**src/rtl/lock_autopilot.sv**
```systemverilog
// lock_autopilot: walks one gondola through the canal lock by driving the lock command lines
module lock_autopilot #(
  parameter int W = 8,
  parameter int STEP_WAIT = 4,
  parameter int PORT_HOLD = 8,
  parameter int MAX_STEPS = 64
) (
  input  logic         clk,
  input  logic         reset,
  input  logic         start,
  input  logic         dir,
  input  logic [W-1:0] outer_level,
  input  logic [W-1:0] lock_level,
  input  logic [W-1:0] inner_level,
  output logic         cmd_arrive,
  output logic         cmd_depart,
  output logic         cmd_outer,
  output logic         cmd_inner,
  output logic         cmd_raise,
  output logic         cmd_lower,
  output logic         busy,
  output logic         done,
  output logic         fault
);
  localparam int CW = $clog2((STEP_WAIT > PORT_HOLD ? STEP_WAIT : PORT_HOLD) + 1);
  localparam int SW = $clog2(MAX_STEPS + 1);
  typedef enum logic [3:0] {IDLE, ARRIVE, EQ1, OPEN1, CLOSE1, EQ2, OPEN2, CLOSE2, DONE, FAULT} state_t;
  state_t state, state_n;
  logic [CW-1:0] cnt, cnt_n;
  logic [SW-1:0] steps, steps_n;
  logic dir_q, dir_n, raise_n, lower_n, wait_done, hold_done;
  logic [W-1:0] target;
  // EQ1 targets the near side, EQ2 the far side
  assign target = ((state == EQ2) ^ dir_q) ? inner_level : outer_level;
  assign wait_done = cnt == CW'(STEP_WAIT - 1);
  assign hold_done = cnt == CW'(PORT_HOLD - 1);
  always_comb begin
    state_n = state;
    steps_n = steps;
    dir_n = dir_q;
    raise_n = 1'b0;
    lower_n = 1'b0;
    case (state)
      IDLE: if (start) begin
        state_n = ARRIVE;
        dir_n = dir;
      end
      ARRIVE: begin
        state_n = EQ1;
        steps_n = '0;
      end
      EQ1, EQ2: if (wait_done) begin
        if (lock_level == target) state_n = (state == EQ1) ? OPEN1 : OPEN2;
        else if (steps == SW'(MAX_STEPS)) state_n = FAULT;
        else begin
          raise_n = lock_level < target;
          lower_n = lock_level > target;
          steps_n = steps + 1'b1;
        end
      end
      OPEN1: if (hold_done) state_n = CLOSE1;
      CLOSE1: begin
        state_n = EQ2;
        steps_n = '0;
      end
      OPEN2: if (hold_done) state_n = CLOSE2;
      CLOSE2: state_n = DONE;
      DONE: state_n = IDLE;
      FAULT: state_n = FAULT;
      default: state_n = IDLE;
    endcase
    // one counter times both the settle wait and the port hold; it restarts on every pulse or state change
    cnt_n = (state_n != state || raise_n || lower_n) ? '0 : cnt + 1'b1;
  end
  always_ff @(posedge clk) begin
    if (reset) begin
      state <= IDLE;
      cnt <= '0;
      steps <= '0;
      dir_q <= 1'b0;
      {cmd_arrive, cmd_depart, cmd_outer, cmd_inner, cmd_raise, cmd_lower, busy, done, fault} <= '0;
    end else begin
      state <= state_n;
      cnt <= cnt_n;
      steps <= steps_n;
      dir_q <= dir_n;
      cmd_arrive <= state_n inside {ARRIVE, EQ1, OPEN1};
      cmd_depart <= state_n == OPEN2;
      cmd_outer <= (state_n == OPEN1 && !dir_n) || (state_n == OPEN2 && dir_n);
      cmd_inner <= (state_n == OPEN1 && dir_n) || (state_n == OPEN2 && !dir_n);
      cmd_raise <= raise_n;
      cmd_lower <= lower_n;
      busy <= state_n != IDLE;
      done <= state_n == DONE;
      fault <= state_n == FAULT;
    end
  end
endmodule

```
**config.mk**
```make
export PLATFORM = sky130hd
export DESIGN_NAME = lock_autopilot
export DESIGN_NICKNAME = d
export VERILOG_FILES = /design/src/rtl/lock_autopilot.sv
export SDC_FILE = /design/constraint.sdc
export NUM_CORES = 1
export LEC_CHECK = 0
export CAP_MARGIN = 20
export CORE_UTILIZATION = 25
export CTS_BUF_LIST = sky130_fd_sc_hd__clkbuf_4 sky130_fd_sc_hd__clkbuf_8
export DETAILED_ROUTE_END_ITERATION = 16
export PLACE_DENSITY_LB_ADDON = 0.3
export SYNTH_ARGS = -nofsm -noshare
export SYNTH_HDL_FRONTEND = slang
export SYNTH_SLANG_ARGS = --single-unit
```
**constraint.sdc**
```tcl
create_clock -name clk -period 3.5 [get_ports clk]
set_input_delay 0.875 -clock clk [delete_from_list [all_inputs] [get_ports clk]]
set_output_delay 0.875 -clock clk [all_outputs]
set_load 0.1 [all_outputs]
```
==> results by group <==
Detailed routing
  • Final WL: 3700 microns
  • Drt wl/cell: 12.1 microns
  • DRC errors left: 0
  • Final ANT Viol Nets: 0
  • DR iter-0 viols: 86
  • Routed vias/inst: 4.85
  • Vias: 1,478
  • Drt first pass iters: 4

Layout
  • Area Growth Syn to Fin: 31.8%
  • Final core utilization: 35.0%
  • Share of cells above drive strength 1: 16.1%
  • Nets: 270
  • ANT cells: 0

STA
  • Max Fclk: 0.318 GHz
  • Slew @ Worst Pin: 0.804 ns
  • Setup TNS: 0 ns
  • Clock skew: 0.00730 ns
  • Final worst-path cycle share: 90.0%
  • Max-slew headroom: 46.3%
  • RSZ-0062 raised after global routing: false
  • Final Max Slew Viols: 0
  • Minimum clock period after layout: 3.15 ns
  • Hold Violations, Final: 0
  • Setup violations, final: 0

Synthesis
  • Area leader, netlist: dfxtp_1
  • Net Count, Synth: 227
  • Sequential-to-total area share from yosys stat: 31.1%
  • Ys async rst share: 0%
  • Warnings, synthesis: 0
  • Gate Count Post-Synth: 188
  • Top post-synthesis cells by area: dfxtp_1 (31%), ha_1 (8.6%), mux2i_1 (5.0%)
  • Synth Cell Area: 1610 sq um
  • Post-synth cell types: 47
  • Synth top cells by count: dfxtp_1 (25), nor2_1 (17), nand3_1 (14), a21oi_1 (12), nand2_1 (12)
  • Top FF cell, synth: dfxtp_1
  • Share of the synthesized area in the top cell type: 31.1%
  • Number of synthesized flops with an enable pin: 0
  • #FFs+latches synth: 25
  • Most frequent cell after synthesis: dfxtp_1
  • Synthesized area per cell: 8.55 sq um

Clock network
  • Clk pin slew, worst setup/hold paths: 0.09 ns
  • CTS Buffer Depth: 2
  • Clock Sinks: 25
  • H-tree depth: 1
  • Num CTS Buffers: 3
  • Root Driver: clkbuf_8
  • # Post-CTS Setup Buffers: 0
  • Hold_buf cts: 0
  • CTS resizes: 0
  • Clk_lat worst skew: 0.27 ns
  • CTS tree: done

Place
  • PortBufs: 36
  • HPWL Detailed: 3030 microns
  • GP Congestion: 0.810

Power and ir drop
  • P_leak: 0.851 nW
  • Power per cell area: 288 nW/um^2
  • Peak supply drop: 129 uV

Floorplan
  • # IOs: 37
  • Die area: 6760 sq um
  • Die height: 82.2 microns
  • Core box area: 6060 sq um
  • Initial Util: 26.5%
  • Die Wd: 82.2 microns
  • # rows: 28

GRT
  • Largest net degree at the start of global routing: 15
  • Total grt overflow: 0
  • Total Routing Usage GR: 12.5%
  • Number of global-route vias before repair: 1,421
  • Initial antenna violation count: 0
  • First-pass GRT wire length: 6490 microns

Setup path
  • CP arrival: 3.35 ns
  • Crit end category: flip-flop
  • Reg2Reg Depth: 11
  • Critical path type: flip-flop to flip-flop
  • Worst path cell trace: nand2_1 -> nor3_1 -> xnor2_2 -> buf_4 -> mux2i_1 -> ha_1 -> nand4_1 -> or3_4 -> and4_4 -> or4_4 -> nor3_2
  • Slowest stage delay, CP: 0.55 ns
  • Worst EP required: 3.70 ns
  • Worst setup SP type: flip-flop
  • CP Depth: 11
  • Slowest CP cell: or4_4
  • Largest fanout on the critical path: 7
  • Buf/Inv on CP: 1
  • CP delay by family, top: simple AND/OR/NAND/NOR gates

Run status
  • Status: completed

Job
  • Max-Cap Viols: 0

Hold path
  • HP Class: flip-flop to flip-flop
  • Hold depth: 1
==> metrics by stage <==
step / worst slack (ns) / hold WS, ns / total power, mW / std cells / cell area (sq um)
4_1_cts: 0.303 / 0.469 / 0.621 / 305 / 2120
6_report: 0.351 / 0.462 / 0.610 / 305 / 2120
3_5_place_dp: 0.0979 / 0.457 / 0.450 / 301 / 2070
5_1_grt: 0.139 / 0.501 / 0.646 / 305 / 2120
3_3_place_gp: 0.133 / 0.449 / 0.449 / 301 / 2070
2_1_floorplan: 0.0519 / 0.428 / 0.392 / 188 / 1610
==> placed cells by master (no fill, tap or decap), drive strengths merged, types with 2 or more instances in the layout <==
| cell type | n |
|---|---|
| buf | 18 |
| nor4 | 2 |
| nor3 | 7 |
| nand3 | 14 |
| mux2 | 2 |
| o31ai | 3 |
| nand4 | 4 |
| a21o | 2 |
| xnor2 | 4 |
| a22oi | 3 |
| ha | 11 |
| nand2 | 12 |
| inv | 8 |
| dfxtp | 25 |
| nor2 | 17 |
| a31oi | 2 |
| a21oi | 12 |
| a31o | 2 |
| and3 | 3 |
| nor3b | 4 |
| clkdlybuf4s50 | 27 |
| mux2i | 8 |
| xor2 | 4 |
| a211oi | 4 |
| o21ai | 10 |
| clkbuf | 3 |
| nand2b | 4 |
==> worst paths after layout <==
path | from | slack, ns | end
worst max-delay path | state[2] | 0.35 | cnt[2]
worst min-delay path | cnt[0] | 0.46 | cnt[0]
worst max register to register | state[2] | 0.35 | cnt[2]
worst min register to register | cnt[0] | 0.46 | cnt[0]
==> logic make-up after synthesis <==
family	count (synthesis)	synth area share (%)
mux	10	6.38
flops	25	31.1
compound gates	45	19.1
simple gates	74	26.1
xor+xnor	8	4.83
buf+inv	15	3.97
fa+ha+maj	11	8.56
==> registers in the layout, summed over array words and instances (netlist names) <==
name and count:
busy 1, cmd_raise 1, cmd_lower 1, state 4, cmd_outer 1, cnt 4
fault 1, steps 7, cmd_inner 1, dir_q 1, cmd_depart 1, cmd_arrive 1
done 1
==> cell type report <==
type                       instances  area, sq um
timing repair buffer              45          405
fill                             640         3940
multi-input combinational        148         1040
sequential                        25          500
inverter                           8         30.0
clock buffer                       3         41.3
tap                               75         93.8
clock inverter                     1         5.00
==> layer usage <==
layer,vias up,wire (microns),GRT usage (%)
met1,679,1850,16.0
met2,21,1720,21.6
met4,0,19,1.58
li1,773,-,-
met5,-,0,0
met3,5,104,2.97
==> power breakdown <==
group | switching, mW | internal, mW | total [mW]
sequential | 0.00374 | 0.291 | 0.295
combinational | 0.0765 | 0.0697 | 0.146
clock | 0.0891 | 0.0796 | 0.169
total | 0.169 | 0.440 | 0.610
Power figures use the tool's default switching activity.
